$ cat src/rtl/id_stage_pkg.sv
// Shared RV32I decode constants, decode-control struct and the base-ISA opcode decoder
// used by the registered instruction-decode stage.
package id_stage_pkg;

   localparam int XLEN_DEF = 32;

   localparam logic [6:0] OPC_LUI    = 7'b0110111;
   localparam logic [6:0] OPC_AUIPC  = 7'b0010111;
   localparam logic [6:0] OPC_JAL    = 7'b1101111;
   localparam logic [6:0] OPC_JALR   = 7'b1100111;
   localparam logic [6:0] OPC_BRANCH = 7'b1100011;
   localparam logic [6:0] OPC_LOAD   = 7'b0000011;
   localparam logic [6:0] OPC_STORE  = 7'b0100011;
   localparam logic [6:0] OPC_OP_IMM = 7'b0010011;
   localparam logic [6:0] OPC_OP     = 7'b0110011;
   localparam logic [6:0] OPC_FENCE  = 7'b0001111;
   localparam logic [6:0] OPC_SYSTEM = 7'b1110011;

   localparam logic [2:0] F3_ADD  = 3'b000;
   localparam logic [2:0] F3_SLL  = 3'b001;
   localparam logic [2:0] F3_SLT  = 3'b010;
   localparam logic [2:0] F3_SLTU = 3'b011;
   localparam logic [2:0] F3_SR   = 3'b101;
   localparam logic [2:0] F3_LHU  = 3'b101;
   localparam logic [2:0] F3_SW   = 3'b010;

   localparam logic [6:0] F7_BASE = 7'b0000000;
   localparam logic [6:0] F7_ALT  = 7'b0100000;

   typedef enum logic [1:0] {A_ZERO, A_RS1, A_IMM_U, A_IMM_J} op1_sel_e;
   typedef enum logic [2:0] {B_ZERO, B_RS2, B_IMM_I, B_IMM_S, B_SHAMT, B_PC} op2_sel_e;
   typedef enum logic [1:0] {V_ZERO, V_RS2, V_IMM_B} rs2v_sel_e;

   typedef struct packed {
      op1_sel_e  op1_sel;
      op2_sel_e  op2_sel;
      rs2v_sel_e rs2v_sel;
      logic      use_rs1;
      logic      use_rs2;
      logic      use_rd;
      logic      illegal;
   } dec_t;

   // A register field is out of range when any bit above the implemented width is set.
   function automatic logic reg_oob(input logic [4:0] idx, input int aw);
      return (aw < 5) && ((idx >> aw) != 5'd0);
   endfunction

   function automatic dec_t decode(input logic [31:0] inst);
      dec_t       d;
      logic [2:0] f3;
      logic [6:0] f7;
      f3 = inst[14:12];
      f7 = inst[31:25];
      d.op1_sel  = A_ZERO;
      d.op2_sel  = B_ZERO;
      d.rs2v_sel = V_ZERO;
      d.use_rs1  = 1'b0;
      d.use_rs2  = 1'b0;
      d.use_rd   = 1'b0;
      d.illegal  = 1'b0;
      case (inst[6:0])
         OPC_LUI: begin
            d.op1_sel = A_IMM_U;
            d.use_rd  = 1'b1;
         end
         OPC_AUIPC: begin
            d.op1_sel = A_IMM_U;
            d.op2_sel = B_PC;
            d.use_rd  = 1'b1;
         end
         OPC_JAL: begin
            d.op1_sel = A_IMM_J;
            d.use_rd  = 1'b1;
         end
         OPC_JALR: begin
            d.op1_sel = A_RS1;
            d.op2_sel = B_IMM_I;
            d.use_rs1 = 1'b1;
            d.use_rd  = 1'b1;
            d.illegal = (f3 != F3_ADD);
         end
         OPC_BRANCH: begin
            d.op1_sel  = A_RS1;
            d.op2_sel  = B_RS2;
            d.rs2v_sel = V_IMM_B;
            d.use_rs1  = 1'b1;
            d.use_rs2  = 1'b1;
            d.illegal  = (f3 == F3_SLT) || (f3 == F3_SLTU);
         end
         OPC_LOAD: begin
            d.op1_sel = A_RS1;
            d.op2_sel = B_IMM_I;
            d.use_rs1 = 1'b1;
            d.use_rd  = 1'b1;
            d.illegal = (f3 == F3_SLTU) || (f3 > F3_LHU);
         end
         OPC_STORE: begin
            d.op1_sel  = A_RS1;
            d.op2_sel  = B_IMM_S;
            d.rs2v_sel = V_RS2;
            d.use_rs1  = 1'b1;
            d.use_rs2  = 1'b1;
            d.illegal  = (f3 > F3_SW);
         end
         OPC_OP_IMM: begin
            d.op1_sel = A_RS1;
            d.op2_sel = B_IMM_I;
            d.use_rs1 = 1'b1;
            d.use_rd  = 1'b1;
            if (f3 == F3_SLL) begin
               d.op2_sel = B_SHAMT;
               d.illegal = (f7 != F7_BASE);
            end else if (f3 == F3_SR) begin
               d.op2_sel = B_SHAMT;
               d.illegal = (f7 != F7_BASE) && (f7 != F7_ALT);
            end
         end
         OPC_OP: begin
            d.op1_sel = A_RS1;
            d.op2_sel = B_RS2;
            d.use_rs1 = 1'b1;
            d.use_rs2 = 1'b1;
            d.use_rd  = 1'b1;
            d.illegal = !((f7 == F7_BASE) || ((f7 == F7_ALT) && ((f3 == F3_ADD) || (f3 == F3_SR))));
         end
         OPC_FENCE:  d.illegal = (f3 != F3_ADD);
         // Only ECALL and EBREAK; CSR access belongs to Zicsr.
         OPC_SYSTEM: d.illegal = (inst[31:7] != 25'h0) && (inst[31:7] != 25'h2000);
         default:    d.illegal = 1'b1;
      endcase
      return d;
   endfunction

endpackage

$ cat src/rtl/id_fwd_mux.sv
// Source-operand selection: EX result (non-load) over MEM result over regfile; x0 reads 0.
module id_fwd_mux import id_stage_pkg::*; #(
   parameter int XLEN       = XLEN_DEF,
   parameter int REG_ADDR_W = 5,
   parameter bit EN_FWD     = 1'b1
) (
   input  logic [REG_ADDR_W-1:0] rs_addr_i,
   input  logic [XLEN-1:0]       rf_data_i,
   input  logic                  ex_wen_i,
   input  logic                  ex_is_load_i,
   input  logic [REG_ADDR_W-1:0] ex_rd_i,
   input  logic [XLEN-1:0]       ex_data_i,
   input  logic                  mem_wen_i,
   input  logic [REG_ADDR_W-1:0] mem_rd_i,
   input  logic [XLEN-1:0]       mem_data_i,
   output logic [XLEN-1:0]       data_o
);

   always_comb begin
      data_o = rf_data_i;
      if (rs_addr_i == '0)
         data_o = '0;
      else if (EN_FWD && ex_wen_i && !ex_is_load_i && (ex_rd_i == rs_addr_i))
         data_o = ex_data_i;
      else if (EN_FWD && mem_wen_i && (mem_rd_i == rs_addr_i))
         data_o = mem_data_i;
   end

endmodule

$ cat src/rtl/id_stage.sv
// Registered RV32I/RV32E decode stage: regfile read, EX/MEM forwarding, load-use stall,
// and a valid/ready output register with local back-pressure and flush handling.
module id_stage import id_stage_pkg::*; #(
   parameter int XLEN       = XLEN_DEF,
   parameter int REG_ADDR_W = 5,
   parameter bit EN_FWD     = 1'b1
) (
   input  logic                  clk,
   input  logic                  rst_n,
   input  logic                  in_valid,
   output logic                  in_ready,
   input  logic [31:0]           inst_i,
   input  logic [XLEN-1:0]       inst_addr_i,
   output logic [REG_ADDR_W-1:0] rs1_addr_o,
   output logic [REG_ADDR_W-1:0] rs2_addr_o,
   input  logic [XLEN-1:0]       rs1_data_i,
   input  logic [XLEN-1:0]       rs2_data_i,
   input  logic                  ex_wen_i,
   input  logic                  ex_is_load_i,
   input  logic [REG_ADDR_W-1:0] ex_rd_i,
   input  logic [XLEN-1:0]       ex_data_i,
   input  logic                  mem_wen_i,
   input  logic [REG_ADDR_W-1:0] mem_rd_i,
   input  logic [XLEN-1:0]       mem_data_i,
   input  logic                  flush_i,
   output logic                  out_valid,
   input  logic                  out_ready,
   output logic [31:0]           inst_o,
   output logic [XLEN-1:0]       inst_addr_o,
   output logic [XLEN-1:0]       op1_o,
   output logic [XLEN-1:0]       op2_o,
   output logic [XLEN-1:0]       rs2_val_o,
   output logic [REG_ADDR_W-1:0] rd_addr_o,
   output logic                  reg_wen_o,
   output logic                  illegal_o
);

   logic [4:0]      rs1_idx, rs2_idx, rd_idx;
   dec_t            dec;
   logic            illegal, stall, accept;
   logic [XLEN-1:0] rs1_val, rs2_val, op1_n, op2_n, rs2v_n;
   logic [XLEN-1:0] imm_i, imm_s, imm_b, imm_j, imm_u;

   logic                  valid_q, valid_d;
   logic [31:0]           inst_q, inst_d;
   logic [XLEN-1:0]       pc_q, pc_d, op1_q, op1_d, op2_q, op2_d, rs2v_q, rs2v_d;
   logic [REG_ADDR_W-1:0] rd_q, rd_d;
   logic                  wen_q, wen_d, ill_q, ill_d;

   assign rs1_idx    = inst_i[19:15];
   assign rs2_idx    = inst_i[24:20];
   assign rd_idx     = inst_i[11:7];
   assign rs1_addr_o = rs1_idx[REG_ADDR_W-1:0];
   assign rs2_addr_o = rs2_idx[REG_ADDR_W-1:0];

   assign dec     = decode(inst_i);
   assign illegal = dec.illegal
                 || (dec.use_rs1 && reg_oob(rs1_idx, REG_ADDR_W))
                 || (dec.use_rs2 && reg_oob(rs2_idx, REG_ADDR_W))
                 || (dec.use_rd  && reg_oob(rd_idx,  REG_ADDR_W));

   // Load data only exists from MEM onward, so a dependent instruction waits one cycle.
   assign stall = ex_is_load_i && ex_wen_i && (ex_rd_i != '0) && !illegal
               && ((dec.use_rs1 && (rs1_addr_o == ex_rd_i)) || (dec.use_rs2 && (rs2_addr_o == ex_rd_i)));

   assign in_ready = flush_i || (!stall && (!valid_q || out_ready));
   assign accept   = in_valid && in_ready && !flush_i;

   id_fwd_mux #(.XLEN(XLEN), .REG_ADDR_W(REG_ADDR_W), .EN_FWD(EN_FWD)) u_fwd_rs1 (
      .rs_addr_i(rs1_addr_o), .rf_data_i(rs1_data_i),
      .ex_wen_i(ex_wen_i), .ex_is_load_i(ex_is_load_i), .ex_rd_i(ex_rd_i), .ex_data_i(ex_data_i),
      .mem_wen_i(mem_wen_i), .mem_rd_i(mem_rd_i), .mem_data_i(mem_data_i),
      .data_o(rs1_val)
   );

   id_fwd_mux #(.XLEN(XLEN), .REG_ADDR_W(REG_ADDR_W), .EN_FWD(EN_FWD)) u_fwd_rs2 (
      .rs_addr_i(rs2_addr_o), .rf_data_i(rs2_data_i),
      .ex_wen_i(ex_wen_i), .ex_is_load_i(ex_is_load_i), .ex_rd_i(ex_rd_i), .ex_data_i(ex_data_i),
      .mem_wen_i(mem_wen_i), .mem_rd_i(mem_rd_i), .mem_data_i(mem_data_i),
      .data_o(rs2_val)
   );

   assign imm_i = XLEN'($signed(inst_i[31:20]));
   assign imm_s = XLEN'($signed({inst_i[31:25], inst_i[11:7]}));
   assign imm_b = XLEN'($signed({inst_i[31], inst_i[7], inst_i[30:25], inst_i[11:8], 1'b0}));
   assign imm_j = XLEN'($signed({inst_i[31], inst_i[19:12], inst_i[20], inst_i[30:21], 1'b0}));
   assign imm_u = XLEN'($signed({inst_i[31:12], 12'b0}));

   always_comb begin
      op1_n  = '0;
      op2_n  = '0;
      rs2v_n = '0;
      case (dec.op1_sel)
         A_RS1:   op1_n = rs1_val;
         A_IMM_U: op1_n = imm_u;
         A_IMM_J: op1_n = imm_j;
         default: op1_n = '0;
      endcase
      case (dec.op2_sel)
         B_RS2:   op2_n = rs2_val;
         B_IMM_I: op2_n = imm_i;
         B_IMM_S: op2_n = imm_s;
         B_SHAMT: op2_n = XLEN'(inst_i[24:20]);
         B_PC:    op2_n = inst_addr_i;
         default: op2_n = '0;
      endcase
      case (dec.rs2v_sel)
         V_RS2:   rs2v_n = rs2_val;
         V_IMM_B: rs2v_n = imm_b;
         default: rs2v_n = '0;
      endcase
      if (illegal) begin
         op1_n  = '0;
         op2_n  = '0;
         rs2v_n = '0;
      end
   end

   always_comb begin
      valid_d = valid_q;
      inst_d  = inst_q;
      pc_d    = pc_q;
      op1_d   = op1_q;
      op2_d   = op2_q;
      rs2v_d  = rs2v_q;
      rd_d    = rd_q;
      wen_d   = wen_q;
      ill_d   = ill_q;
      if (flush_i) begin
         valid_d = 1'b0;
      end else if (accept) begin
         valid_d = 1'b1;
         inst_d  = inst_i;
         pc_d    = inst_addr_i;
         op1_d   = op1_n;
         op2_d   = op2_n;
         rs2v_d  = rs2v_n;
         rd_d    = dec.use_rd ? rd_idx[REG_ADDR_W-1:0] : '0;
         wen_d   = dec.use_rd && (rd_idx != 5'd0) && !illegal;
         ill_d   = illegal;
      end else if (!valid_q || out_ready) begin
         // Drained or stalled with a free slot: issue a bubble.
         valid_d = 1'b0;
      end
   end

   always_ff @(posedge clk or negedge rst_n) begin
      if (!rst_n) begin
         valid_q <= 1'b0;
         inst_q  <= '0;
         pc_q    <= '0;
         op1_q   <= '0;
         op2_q   <= '0;
         rs2v_q  <= '0;
         rd_q    <= '0;
         wen_q   <= 1'b0;
         ill_q   <= 1'b0;
      end else begin
         valid_q <= valid_d;
         inst_q  <= inst_d;
         pc_q    <= pc_d;
         op1_q   <= op1_d;
         op2_q   <= op2_d;
         rs2v_q  <= rs2v_d;
         rd_q    <= rd_d;
         wen_q   <= wen_d;
         ill_q   <= ill_d;
      end
   end

   assign out_valid   = valid_q;
   assign inst_o      = inst_q;
   assign inst_addr_o = pc_q;
   assign op1_o       = op1_q;
   assign op2_o       = op2_q;
   assign rs2_val_o   = rs2v_q;
   assign rd_addr_o   = rd_q;
   assign reg_wen_o   = wen_q;
   assign illegal_o   = ill_q;

endmodule
$ cat config.mk
export PLATFORM = sky130hd
export DESIGN_NAME = id_stage
export DESIGN_NICKNAME = d
export VERILOG_FILES = /design/src/rtl/id_stage_pkg.sv /design/src/rtl/id_fwd_mux.sv /design/src/rtl/id_stage.sv
export SDC_FILE = /design/constraint.sdc
export NUM_CORES = 1
export LEC_CHECK = 0
export ABC_AREA = 1
export CORE_ASPECT_RATIO = 1.75
export CORE_MARGIN = 2
export CORE_UTILIZATION = 40
export CTS_CLUSTER_SIZE = 16
export DETAILED_ROUTE_END_ITERATION = 12
export GPL_TIMING_DRIVEN = 0
export PLACE_DENSITY = 0.77
export SYNTH_ARGS = -nofsm -noshare
export SYNTH_HDL_FRONTEND = slang
export SYNTH_HIERARCHICAL = 1
export SYNTH_SLANG_ARGS = --single-unit
$ cat constraint.sdc
create_clock -name clk -period 5.2 [get_ports clk]
set_input_delay 1.04 -clock clk [delete_from_list [all_inputs] [get_ports clk]]
set_output_delay 1.04 -clock clk [all_outputs]
set_load 0.01 [all_outputs]
==> impl_metrics.py <==
metrics = {
    "clock_network": {
        "cts_made_buffers": 17,
        "cts_repair_resize_count": 0,
        "post_cts_buffers": 0,
        "htreeDepth": 4,
        "clk_latency_ps": 450,
        "cts_hold_buffers": 0,
        "clockBufferDepth": 2,
        "cts_tree": "built",
        "cts_root_buf": "clkbuf_16",
        "cts_num_sinks": 168,
        "clkTransAtPathRegs_ps": 70,
    },
    "setup_path": {
        "crit_family": "buffers and inverters",
        "arrival_ps": 4020,
        "crit_type": "input pin to primary output",
        "worstSetupEndpointType": "primary output",
        "required_ps": 4160,
        "slowest_delay_ps": 570,
        "critical_path.startpoint_type": "input pin",
        "crit_path_top_delay_cell": "clkdlybuf4s50_1",
        "cp_num_buf_inv": 5,
        "crit_chain": "clkdlybuf4s50_1, nand2_2, inv_1, nand2_1, nor2_1, inv_1, ha_1, nand2_1, nand3_1, a21oi_2, nand3_2, buf_2, and2_1, clkdlybuf4s50_1",
        "worstPathMaxFanout": 10,
    },
    "global_route": {
        "antenna_found_initial": 1,
        "overflow": 0,
        "gr-usage-all-layers_pct": 36.1,
        "grt_max_degree": 95,
        "grt_pass1_vias": 14830,
        "grt_first_pass_wirelength_mm": 86.2,
    },
    "synth": {
        "seq_area_frac_synth_pct": 34.4,
        "synthArstFlopShare_pct": 100,
        "synthDistinctLibCells": 29,
        "synth_top_area_share_pct": 34.4,
        "yosysMostFrequentCell": "nand2_1",
        "synth_nets": 2162,
        "avgSynthCellArea_um2": 6.27,
        "synth_top_cells_by_count": "nand2_1, nor2_1, nand4_1, dfrtp_1, inv_1",
        "ys_top_cells_by_area": "dfrtp_1, nand2_1, nand4_1",
        "synth_edf_count": 0,
        "synth_cells": 1949,
        "synth_ff_type": "dfrtp_1",
        "mappedNetlistArea_um2": 12200,
        "synth_area_leader_cell": "dfrtp_1",
        "synth_warnings": 6,
        "ys_ff_latch": 168,
    },
    "route": {
        "drt_iter0_drc": 1166,
        "wl_mm": 58.3,
        "final_antenna_net_count": 0,
        "viasPerCell": 5.49,
        "drc": 0,
        "via_count": 15152,
        "wire_per_inst_um": 21.1,
        "drt_pre_antenna_iters": 7,
    },
    "flow_run": {
        "drv_cap": 0,
    },
    "place": {
        "gp_congestion": 1.01,
        "dp.cells": 2724,
        "dp_slack_ps": 38.3,
        "io_buffers": 387,
        "hpwl_mm": 48.3,
    },
    "final_layout": {
        "final-seq-area_um2": 4200,
        "multiInputGateArea_um2": 6640,
        "area_delta_synth_final_pct": 40.8,
        "fin_cells": 2758,
        "fillCellCount": 2992,
        "drive_gt1_share_pct": 6.88,
        "final_util_pct": 57.3,
        "fin_nets": 2569,
    },
    "floorplanning": {
        "die_x_um": 136,
        "start_util_pct": 40.7,
        "die_area_um2": 32000,
        "rows": 84,
        "die_y_um": 235,
        "core_area_um2": 30100,
        "io_pins": 389,
    },
    "sta": {
        "fin_crit_sh_pct": 97.3,
        "tightestPinTransition_ps": 859,
        "hold_violations": 0,
        "fmax_mhz": 198,
        "setup_viol": 0,
        "final.setup.worst_slack_ps": 138,
        "slew_viol_final": 0,
        "rsz0062_at_grt": "false",
        "worst_hold_slack_ps": 473,
        "slew_headroom_pct": 42.4,
        "fin_crit_ps": 5060,
        "skew_ps": 5.15,
    },
    "power": {
        "p_leak_nw": 8.67,
        "ir_drop_mv": 0.187,
        "powerDensity_nw_per_um2": 212,
    },
    "run_status": {
        "status": "finished, final reports clean",
    },
    "hold_path": {
        "hold_class": "register to register",
    },
}
[tightest hold or removal path, delay by kind of cell (launching register included)]
kind,cells,cell delay [ps]
flip-flops,1,350
AND/OR/NAND/NOR,2,90
[logic make-up (layout without fill, tap and decap cells)]
family,after synthesis,in the layout,synth area share (%)
buffers and inverters,303,723,11.3
other,0,2,0
AO/OA/AOI/OAI,87,87,4.03
flip-flops,168,168,34.4
AND/OR/NAND/NOR,1383,1383,49.6
adder cells (fa/ha/maj),3,3,0.307
XOR/XNOR,5,5,0.358
[layout make-up]
class                   count  area share (%)
multi-input cells        1478            38.6
flip-flops and latches    168            24.4
repair buffers            388            22.7
plain buffers             159            4.91
inverters                 144            3.14
well taps                 387            2.81
clock buffers              17            2.47
clock inverters            15           0.938
diodes                      2          0.0291
[layer usage]
layer	wire, um	global-route usage (%)	vias up	share of wire, %
met5	0	0	-	0
met4	5060	27.6	0	8.7
met3	3740	4.72	217	6.4
met2	30500	65.3	809	52
met1	19000	36.6	7011	33
li1	-	-	7115	-
[metrics by stage]
stage                     instance area [um2]  power [mW]  TNS (ps)
after floorplan                         12200        1.81         0
after global placement                  16600        2.36   -612760
after detailed placement                16600        2.37         0
after CTS                               17200        3.65         0
after global routing                    17200        3.78         0
final                                   17200        3.64         0
[flip-flops by register name, indices dropped and copies added (netlist names)]
register / cells
rd_addr_o: 5
inst_o: 32
out_valid: 1
inst_addr_o: 32
rs2_val_o: 32
illegal_o: 1
reg_wen_o: 1
op1_o: 32
op2_o: 32
[cell usage in the layout, fill, tap and decap left out, types with 2 or more instances in the layout]
cell type        count
buf_6               17
nand3_2              5
o21ai_0             22
nand3_4              2
a22oi_1             20
diode_2              2
nor2_4               6
nor2_1             283
nand2_1            738
buf_4               13
a21oi_1             40
buf_2               57
inv_6                5
nor3_2               2
clkinvlp_4           2
clkdlybuf4s50_1    384
clkbuf_16           17
buf_1               14
o211ai_1             2
nor3_1               2
inv_1              131
inv_2               13
o22ai_1              2
nand4_1            236
nand2_2              4
ha_1                 3
nand3_1             94
dlymetal6s2s_1       2
clkinv_4             2
nor2_2               8
clkbuf_1            58
xnor2_1              5
dfrtp_1            168
inv_8                3
[power breakdown]
| part | internal [mW] | switching, mW |
|---|---|---|
| Clock | 0.680 | 0.603 |
| Sequential | 1.38 | 0.0455 |
| Combinational | 0.409 | 0.524 |
| Total | 2.47 | 1.17 |
[path summary, 6_finish.rpt]
| path | from | to | slack (ps) | cells after the start |
|---|---|---|---|---|
| setup / recovery | inst_i[1] | in_ready | 140 | 14 |
| hold / removal | inst_addr_o[20]$_DFFE_PN0P_ | inst_addr_o[20]$_DFFE_PN0P_ | 470 | 2 |
| setup reg to reg | out_valid$_DFFE_PN0P_ | op2_o[8]$_DFFE_PN0P_ | 2860 | 6 |
| hold reg to reg | inst_addr_o[20]$_DFFE_PN0P_ | inst_addr_o[20]$_DFFE_PN0P_ | 470 | 2 |
| max in group asynchronous | rst_n | op1_o[23]$_DFFE_PN0P_ | 3750 | 2 |
| min in group asynchronous | rst_n | inst_addr_o[26]$_DFFE_PN0P_ | 550 | 1 |
No activity file was read; power rests on OpenSTA's default activity.
